**src/rtl/axis_sigen_pkg.sv**
```systemverilog
// Shared definitions for the AXI-stream packet signal generator.
//   state_t     : controller FSM encoding
//   beat_desc_t : per-beat descriptor handed to the beat formatter
//   *_LSB       : tuser field offsets (byte length, source port, destination port)
package axis_sigen_pkg;

  typedef enum logic [1:0] {
    IDLE  = 2'd0,
    SEND  = 2'd1,
    PAUSE = 2'd2,
    DONE  = 2'd3
  } state_t;

  localparam int LEN_LSB = 0;
  localparam int SRC_LSB = 16;
  localparam int DST_LSB = 24;

  typedef struct packed {
    logic [15:0] pkt;     // packet index within the run
    logic [15:0] beat;    // beat index within the packet
    logic [1:0]  dst_sel; // pattern index mod 4
    logic        last;    // final beat of the packet
  } beat_desc_t;

endpackage

```
**src/rtl/axis_sigen_beat_fmt.sv**
```systemverilog
// Combinational beat formatter.
//   desc       : packet/beat/pattern indices and last flag
//   last_bytes : valid bytes on the last beat (already normalised to 1..BYTES)
//   byte_len   : total packet length in bytes
//   tdata      : {pkt, beat} replicated across the bus
//   tstrb      : all-ones, or low last_bytes bits on the last beat
//   tuser      : {zero, dst one-hot, src one-hot, byte length}
module axis_sigen_beat_fmt
  import axis_sigen_pkg::*;
#(
  parameter int TDATA_WIDTH = 256,
  parameter int TUSER_WIDTH = 128,
  parameter int LBW         = 6
) (
  input  beat_desc_t               desc,
  input  logic [LBW-1:0]           last_bytes,
  input  logic [15:0]              byte_len,
  output logic [TDATA_WIDTH-1:0]   tdata,
  output logic [TDATA_WIDTH/8-1:0] tstrb,
  output logic [TUSER_WIDTH-1:0]   tuser
);
  localparam int BYTES = TDATA_WIDTH / 8;

  always_comb begin
    tdata = {(TDATA_WIDTH/32){desc.pkt, desc.beat}};
    for (int i = 0; i < BYTES; i++)
      tstrb[i] = !desc.last || (i < int'(last_bytes));
    tuser = '0;
    tuser[LEN_LSB +: 16] = byte_len;
    tuser[SRC_LSB +: 8]  = 8'h01;
    tuser[DST_LSB +: 8]  = 8'h01 << {desc.dst_sel, 1'b0};
  end
endmodule

```
**src/rtl/axis_pkt_sigen.sv**
```systemverilog
// AXI4-Stream packet signal generator.
//   start / cfg_*           : run control; cfg is latched at start
//   tvalid..tlast / tready  : AXI4-Stream master, all outputs registered
//   busy / done / pkt_sent  : run status
// Output registers are loaded with the next beat whenever a new beat must be
// presented (start, accepted non-final beat, back-to-back packet, end of pause),
// so the first beat appears the cycle after start.
module axis_pkt_sigen
  import axis_sigen_pkg::*;
#(
  parameter int TDATA_WIDTH  = 256,
  parameter int TUSER_WIDTH  = 128,
  parameter int NUM_PATTERNS = 4,
  parameter int LEN_WIDTH    = 12,
  parameter int CNT_WIDTH    = 16
) (
  input  logic                              clk,
  input  logic                              reset,
  input  logic                              start,
  input  logic [LEN_WIDTH-1:0]              cfg_pkt_beats,
  input  logic [$clog2(TDATA_WIDTH/8):0]    cfg_last_bytes,
  input  logic [LEN_WIDTH-1:0]              cfg_pause_cycles,
  input  logic [CNT_WIDTH-1:0]              cfg_num_pkts,
  output logic                              tvalid,
  input  logic                              tready,
  output logic [TDATA_WIDTH-1:0]            tdata,
  output logic [TDATA_WIDTH/8-1:0]          tstrb,
  output logic [TUSER_WIDTH-1:0]            tuser,
  output logic                              tlast,
  output logic                              busy,
  output logic                              done,
  output logic [CNT_WIDTH-1:0]              pkt_sent
);
  localparam int BYTES = TDATA_WIDTH / 8;
  localparam int LBW   = $clog2(BYTES) + 1;

  state_t               state;
  logic [LEN_WIDTH-1:0] beats_q, pause_q, beat_q, pause_cnt;
  logic [LBW-1:0]       lb_q;
  logic [CNT_WIDTH-1:0] num_q;
  logic [3:0]           pat_q;

  logic [LEN_WIDTH-1:0] beats_in, d_beats, nb;
  logic [LBW-1:0]       lb_in, d_lb;
  logic [CNT_WIDTH-1:0] pkt_inc;
  logic [3:0]           pat_inc;
  logic                 xfer, fin, load;
  logic [15:0]          byte_len;
  beat_desc_t           d;

  logic [TDATA_WIDTH-1:0]   f_data;
  logic [TDATA_WIDTH/8-1:0] f_strb;
  logic [TUSER_WIDTH-1:0]   f_user;

  // Normalised cfg used only on the start cycle (before it is latched).
  always_comb begin
    beats_in = (cfg_pkt_beats == '0) ? LEN_WIDTH'(1) : cfg_pkt_beats;
    lb_in    = (cfg_last_bytes == '0 || cfg_last_bytes > LBW'(BYTES)) ? LBW'(BYTES) : cfg_last_bytes;
  end

  assign xfer    = tvalid && tready;
  assign pkt_inc = pkt_sent + CNT_WIDTH'(1);
  assign pat_inc = (pat_q == 4'(NUM_PATTERNS - 1)) ? 4'd0 : pat_q + 4'd1;
  assign fin     = xfer && tlast && (num_q != '0) && (pkt_inc == num_q);
  assign nb      = beat_q + LEN_WIDTH'(1);

  // Select the descriptor of the beat to present next, if any.
  always_comb begin
    load    = 1'b0;
    d       = '0;
    d_beats = beats_q;
    d_lb    = lb_q;
    case (state)
      IDLE, DONE: if (start) begin
        load    = 1'b1;
        d_beats = beats_in;
        d_lb    = lb_in;
        d.last  = (beats_in == LEN_WIDTH'(1));
      end
      SEND: if (xfer) begin
        if (!tlast) begin
          load      = 1'b1;
          d.pkt     = 16'(pkt_sent);
          d.beat    = 16'(nb);
          d.dst_sel = pat_q[1:0];
          d.last    = (nb == beats_q - LEN_WIDTH'(1));
        end else if (!fin && pause_q == '0) begin
          load      = 1'b1;
          d.pkt     = 16'(pkt_inc);
          d.dst_sel = pat_inc[1:0];
          d.last    = (beats_q == LEN_WIDTH'(1));
        end
      end
      PAUSE: if (pause_cnt == LEN_WIDTH'(1)) begin
        load      = 1'b1;
        d.pkt     = 16'(pkt_sent);
        d.dst_sel = pat_q[1:0];
        d.last    = (beats_q == LEN_WIDTH'(1));
      end
      default: ;
    endcase
  end

  assign byte_len = (16'(d_beats) - 16'd1) * 16'(BYTES) + 16'(d_lb);

  axis_sigen_beat_fmt #(
    .TDATA_WIDTH (TDATA_WIDTH),
    .TUSER_WIDTH (TUSER_WIDTH),
    .LBW         (LBW)
  ) u_fmt (
    .desc       (d),
    .last_bytes (d_lb),
    .byte_len   (byte_len),
    .tdata      (f_data),
    .tstrb      (f_strb),
    .tuser      (f_user)
  );

  always_ff @(posedge clk or posedge reset) begin
    if (reset) begin
      state     <= IDLE;
      beats_q   <= '0;
      pause_q   <= '0;
      beat_q    <= '0;
      pause_cnt <= '0;
      lb_q      <= '0;
      num_q     <= '0;
      pat_q     <= '0;
      tvalid    <= 1'b0;
      tdata     <= '0;
      tstrb     <= '0;
      tuser     <= '0;
      tlast     <= 1'b0;
      busy      <= 1'b0;
      done      <= 1'b0;
      pkt_sent  <= '0;
    end else begin
      if (load) begin
        tvalid <= 1'b1;
        tdata  <= f_data;
        tstrb  <= f_strb;
        tuser  <= f_user;
        tlast  <= d.last;
      end else if (xfer) begin
        tvalid <= 1'b0;
        tlast  <= 1'b0;
      end
      case (state)
        IDLE, DONE: if (start) begin
          beats_q  <= beats_in;
          lb_q     <= lb_in;
          pause_q  <= cfg_pause_cycles;
          num_q    <= cfg_num_pkts;
          pkt_sent <= '0;
          beat_q   <= '0;
          pat_q    <= '0;
          done     <= 1'b0;
          busy     <= 1'b1;
          state    <= SEND;
        end
        SEND: if (xfer) begin
          if (!tlast) begin
            beat_q <= nb;
          end else begin
            pkt_sent <= pkt_inc;
            pat_q    <= pat_inc;
            beat_q   <= '0;
            if (fin) begin
              busy  <= 1'b0;
              done  <= 1'b1;
              state <= DONE;
            end else if (pause_q != '0) begin
              pause_cnt <= pause_q;
              state     <= PAUSE;
            end
          end
        end
        PAUSE: begin
          if (pause_cnt == LEN_WIDTH'(1)) state <= SEND;
          else pause_cnt <= pause_cnt - LEN_WIDTH'(1);
        end
        default: state <= IDLE;
      endcase
    end
  end
endmodule

```
**config.mk**
```make
export PLATFORM = sky130hd
export DESIGN_NAME = axis_pkt_sigen
export DESIGN_NICKNAME = d
export VERILOG_FILES = /design/src/rtl/axis_sigen_pkg.sv /design/src/rtl/axis_sigen_beat_fmt.sv /design/src/rtl/axis_pkt_sigen.sv
export SDC_FILE = /design/constraint.sdc
export NUM_CORES = 1
export LEC_CHECK = 0
export ABC_CLOCK_PERIOD_IN_PS = 8000
export CORE_AREA = 2 2 188 190
export DETAILED_ROUTE_END_ITERATION = 8
export DIE_AREA = 0 0 190 192
export MAX_ROUTING_LAYER = met4
export PLACE_DENSITY = 0.68
export SLEW_MARGIN = 20
export SYNTH_ARGS = -nofsm -noshare
export SYNTH_HDL_FRONTEND = slang
export SYNTH_SLANG_ARGS = --single-unit
```
**constraint.sdc**
```tcl
create_clock -name clk -period 8 [get_ports clk]
set_input_delay 0.8 -clock clk [delete_from_list [all_inputs] [get_ports clk]]
set_output_delay 0.8 -clock clk [all_outputs]
set_load 0.02 [all_outputs]
```
# Word level (Yosys, flattened, before mapping)

Cells that the tools add are included.

Add/subtract/negate cells: 7
Order comparisons: 33
Eq/ne operators: 18
Shifts and indexed selects: 1
Muxes and demuxes: 64
Reductions and logical operators: 56

Operator list:

| operator                                                  | count |
|---|---|
| two-way mux 12 bit                                        | 12 |
| two-way mux 16 bit                                        | 7 |
| less-than comparator 5 x 6 -> 1 bit, first input constant | 16 |
| case mux 16 bit (2 select lines)                          | 2 |
| less-than comparator 4 x 6 -> 1 bit, first input constant | 8 |
| case mux 12 bit (2 select lines)                          | 2 |
| equality test 12 x 1 -> 1 bit, second input constant      | 3 |
| two-way mux 35 bit                                        | 1 |
| logical OR 1 bit                                          | 33 |
| zero test 12 bit                                          | 2 |
| less-than comparator 3 x 6 -> 1 bit, first input constant | 4 |
| subtractor 12 x 1 -> 12 bit, second input constant        | 2 |
| two-way mux 6 bit                                         | 3 |
| two-way mux 1 bit                                         | 17 |
| adder 16 x 1 -> 16 bit, second input constant             | 1 |
| adder 16 x 6 -> 16 bit                                    | 1 |
| equality test 16 bit                                      | 1 |
| two-way mux 4 bit                                         | 4 |
| inequality test 2 bit, second input constant              | 8 |
| nonzero test 16 bit                                       | 1 |
| adder 12 x 1 -> 12 bit, second input constant             | 1 |
| equality test 12 bit                                      | 1 |
| less-than comparator 1 x 6 -> 1 bit, first input constant | 2 |
| less-than comparator 2 x 6 -> 1 bit, first input constant | 2 |
| 27 further kinds                                          | 45 |

Register bits: 409
Input port bits: 50

# Longest topological paths before layout

Depth in word-level cells: 12
Gate-level depth with buffers: 17
Depth with buffers taken out: 14

# Modules after synthesis

From an unflattened synthesis, not the netlist that was laid out.

Cell total of the unflattened synthesis: 2099
Area total of the unflattened synthesis: 25568.3 sq um

Modules (own cells, without submodules):

| module              | instances | cells each | area each (sq um) | sequential area each (sq um) |
|---|---|---|---|---|
| axis_pkt_sigen      | 1         | 1654       | 22380.2           | 12812.3 |
| axis_sigen_beat_fmt | 1         | 445        | 3188.1            | 0.0 |

# Worst setup path before layout

No wires, ideal clock.

Path kind: input-to-reg
Start point: input start
End point: register tuser[14]
Setup time: 0.125 ns
Data arrival time: 4.206 ns
Data required time: 7.875 ns
Slack: 3.669 ns
Cell stages on the path: 15
Cell sequence: nand2_1 clkbuf_1 buf_1 buf_1 o21a_1 ha_1 clkbuf_1 inv_1 a211o_1 nor4_1 xnor2_1 nand3_1 nor4_1 xnor2_1 mux2_2

Word-level cells in the longest chain between the ends: 4

RTL lines:

| item                        | RTL line              | RTL |
|---|---|---|
| from (decl)                 | axis_pkt_sigen.sv:19  | `input logic start,` |
| two-way mux 12 bit          | n/a                   |  |
| two-way mux 12 bit          | axis_pkt_sigen.sv:73  | `case (state)` |
| subtractor 11 x 1 -> 11 bit | axis_pkt_sigen.sv:104 | `assign byte_len = (16'(d_beats) - 16'd1) * 16'(BYTES) + 16'(d_lb);` |
| adder 16 x 6 -> 16 bit      | axis_pkt_sigen.sv:104 |  |
| to (signal assigned)        | axis_pkt_sigen.sv:142 | `tuser <= f_user;` |
| to (decl)                   | axis_pkt_sigen.sv:28  | `output logic [TUSER_WIDTH-1:0] tuser,` |

Several ways; a longest one is shown, not always the timed one.
A chain may end at the register's enable or synchronous reset.

# Worst setup path in the final report

Start point: register pkt_sent[0]
End point: register tdata[226]

Word-level cells in the longest chain between the ends: 9

RTL lines:

| item                            | RTL line              | RTL |
|---|---|---|
| from (decl)                     | axis_pkt_sigen.sv:32  | `output logic [CNT_WIDTH-1:0] pkt_sent` |
| from (signal assigned)          | axis_pkt_sigen.sv:165 | `pkt_sent <= pkt_inc;` |
| adder 16 x 1 -> 16 bit          | axis_pkt_sigen.sv:62  | `assign pkt_inc = pkt_sent + CNT_WIDTH'(1);` |
| equality test 16 bit            | axis_pkt_sigen.sv:64  | `assign fin = xfer && tlast && (num_q != '0) && (pkt_inc == num_q);` |
| logical AND 1 bit               | axis_pkt_sigen.sv:64  |  |
| zero test 1 bit                 | axis_pkt_sigen.sv:87  | `end else if (!fin && pause_q == '0) begin` |
| logical AND 1 bit               | axis_pkt_sigen.sv:87  |  |
| two-way mux 1 bit               | axis_pkt_sigen.sv:87  |  |
| two-way mux 1 bit               | axis_pkt_sigen.sv:81  | `if (!tlast) begin` |
| two-way mux 1 bit               | axis_pkt_sigen.sv:80  | `SEND: if (xfer) begin` |
| case mux 1 bit (3 select lines) | axis_pkt_sigen.sv:73  |  |
| to (signal assigned)            | axis_pkt_sigen.sv:140 | `tdata <= f_data;` |
| to (decl)                       | axis_pkt_sigen.sv:26  | `output logic [TDATA_WIDTH-1:0] tdata,` |

Every way passes these cells.

==> flow_summary.toml <==
[outcome]
status = "completed"

[timing]
max_freq_mhz = 205
rsz0062_at_grt = "false"
tightestPinTransition_ps = 1030
holdWs_ps = 471
finalCritPeriodShare = 0.609
slew_headroom = 0.316
setup_viol = 0
fin_skew_ps = 17.8
hold_viol = 0
slew_viol_final = 0
fin_setup_tns_ps = 0
period_needed_ps = 4870

[power_and_ir_drop]
power.density_nw_per_um2 = 298
seqPwrFrac = 0.302
p_leak_nw = 6.11
ir_worst_vdd_mv = 0.236
switching_share = 0.429
clkPwrFrac = 0.204
internal_power_mw = 2.50
p_switching_mw = 1.88
power_frac_comb = 0.494

[global_routing]
grt_pass1_wl_um = 50000
grt-ovfl-total = 0
grt_max_degree = 71
grt_pass1_vias = 8561
grtUsageTotal = 0.180
grt_antenna_before_repair = 0

[placement]
io_buffers = 346
dp_hpwl_um = 24700
place_area_um2 = 14000
place.gp.congestion = 0.922

[final_layout]
drive_above_1_share = 0.0704
diodes = 0
stdcell_area_um2 = 14700
multi_input_area_um2 = 5370
register_area_um2 = 4430
synthToLayoutAreaGrowth_pct = 20.4
n_fill_cell = 3294
nets = 1513

[setup_path]
critical_path.startpoint = "pkt_sent[0]"
critPathTopFamily = "simple AND/OR/NAND/NOR gates"
crit_end = "tdata[226]"
critPathBufInv = 1
worst-path-stages = 10
slowest_stage = "a211oi_4"
rrSetupSlack_ps = 3130
r2r-start = "pkt_sent[0]"
cp_max_fo = 32
r2r_end = "tdata[226]"
worst_ep_required_time_ps = 8370
critPathMaxStageDelay_ps = 890
rr_worst_depth = 10
startpoint_type = "register"
path_cells = "ha_1 -> nand3_2 -> nor4_4 -> mux2_1 -> a32o_1 -> nand4bb_2 -> a211oi_4 -> or2_1 -> buf_4 -> a22o_1"
crit_type = "reg2reg"
arrival_ps = 5240
end_kind = "register"

[floorplan]
die_w_um = 190
coreArea_um2 = 34300
start_util = 0.356
die_y_um = 192
dieArea_um2 = 36500
row_count = 68
io_pins = 486

[route]
drt_wl_total_um = 33500
viasPerCell = 4.94
routedWlPerCell_um = 17.5
dr.pass1.iters = 5
via_count = 9471
drc_errors = 0
ant_nets = 0
drt_iter0_markers = 593

[clock_network]
cts_htree_levels = 4
clkSinkCount = 177
hold_buffers = 0
post_cts_resized = 0
clockBufferDepth = 2
insertion_delay_ps = 430
post_cts_buffers = 0
cts_buffers = 17
cts.reportedPaths.clkPinSlew_ps = 70
tritoncts = "done"
ctsRootBufferMaster = "clkbuf_16"

[yosys]
syn_area_um2 = 12200
synth_edf_count = 0
synth_top_cell_area_share = 0.363
yosysWarnings = 0
ys_seq_area_frac = 0.363
ys_top_cells_by_area = "dfrtp_1 (36%), buf_4 (21%), xnor2_1 (3.2%), nand2_1 (3.0%), mux2_2 (2.9%)"
yosysUniqueCellTypes = 79
syn_inst = 1334
synth_flop_cell = "dfrtp_1"
yosys.area.top_type = "dfrtp_1"
avgSynthCellArea_um2 = 9.15
ys_ff_latch = 177
synthArstFlopShare = 1.00

[run]
drv_cap = 0

[worst_hold_path]
hp-class = "reg2reg"
==> cells in the final DEF (no fill, tap or decap), types with 21 or more instances in the layout <==
cell type and n:
clkdlybuf4s50_1 346, dfrtp_1 177, conb_1 139, nand2_1 95
nor2_1 65, o21ai_0 44, xnor2_1 44, inv_1 38
a21oi_1 38, nor3_1 33, a2bb2oi_1 33, mux2_2 31
nand3_1 30, nor4_1 28, xor2_1 21
==> cell usage after synthesis, types with 9 or more instances <==
library cell  number
nand2b_1          14
nor2_1            66
a2bb2oi_1         33
ha_1              12
clkbuf_1          34
o31ai_1           16
a21o_1            17
nand2_1           96
inv_1             39
buf_4            339
mux2_2            31
dfrtp_1          177
nand4_1           17
o21ai_1           10
buf_2             13
xor2_1            21
a211o_1           10
nor4_1            28
o21ai_0           44
nand3_1           31
a31oi_1           14
nor3_1            33
mux2i_1           12
or3_1              9
xnor2_1           44
a21oi_1           38
==> per-layer routing <==
layer  part of all wire  global-route usage  up-vias  routed length [um]
met4              0.023              0.0561        0                 762
li1                   -                   -     4399                   -
met1               0.42               0.228     4637               14100
met3              0.065              0.0369       34                2190
met5                  0                   -        -                   0
met2               0.49               0.288      401               16500
==> logic make-up (layout without fill, tap and decap cells) <==
| kind of cell | after synthesis | after routing | synth area share |
|---|---|---|---|
| buffers and inverters | 437 | 429 | 0.241 |
| AND/OR/NAND/NOR | 342 | 342 | 0.145 |
| AO/OA/AOI/OAI | 249 | 249 | 0.144 |
| flip-flops | 177 | 177 | 0.363 |
| XOR/XNOR | 65 | 65 | 0.0467 |
| multiplexers | 51 | 51 | 0.0480 |
| adder cells (fa/ha/maj) | 12 | 12 | 0.0123 |
| other | 1 | 139 | 0.000307 |
==> power by group through the flow <==
stage	clock [mW]	sequential, mW	combinational [mW]
CTS	0.912	1.32	2.16
detailed placement	0	1.34	2.15
floorplan	0	1.30	1.68
global route	0.948	1.35	2.36
global placement	0	1.33	2.12
finish	0.894	1.32	2.16
==> layout make-up <==
class,count,share of cell area
timing repair buffer,355,0.241
inverter,42,0.0111
tap,455,0.0387
multi-input combinational,858,0.365
sequential,177,0.301
clock buffer,19,0.0308
clock inverter,13,0.0116
==> flip-flops by register name, indices dropped and copies added (netlist names) <==
register,flops
beat_q,12
beats_q,12
busy,1
done,1
lb_q,6
num_q,16
pat_q,4
pause_cnt,12
pause_q,12
pkt_sent,16
state,2
tdata,28
tlast,1
tstrb,32
tuser,21
tvalid,1
==> worst min path at each step <==
stage | startpoint | end | slack (ps) | cells after the start
4_1_cts | tuser[16] | tuser[16] | 480 | 1
3_3_place_gp | tuser[16] | tuser[16] | 460 | 1
3_5_place_dp | tuser[16] | tuser[16] | 460 | 1
5_1_grt | tuser[16] | tuser[16] | 510 | 1
6_report | tuser[16] | tuser[16] | 470 | 1
2_1_floorplan | pause_cnt[1] | pause_cnt[1] | 460 | 2
==> metrics by stage <==
stage               std cells   util  setup slack, ps  power [mW]
CTS                      1918  0.428             3150        4.39
detailed placement       1886  0.410             3170        3.48
global placement         1886  0.410             3350        3.45
floorplan                1472      -             2400        2.99
global route             1919  0.429             2820        4.66
finish                   1919  0.429             3130        4.38
No activity file was read; power rests on OpenSTA's default activity.
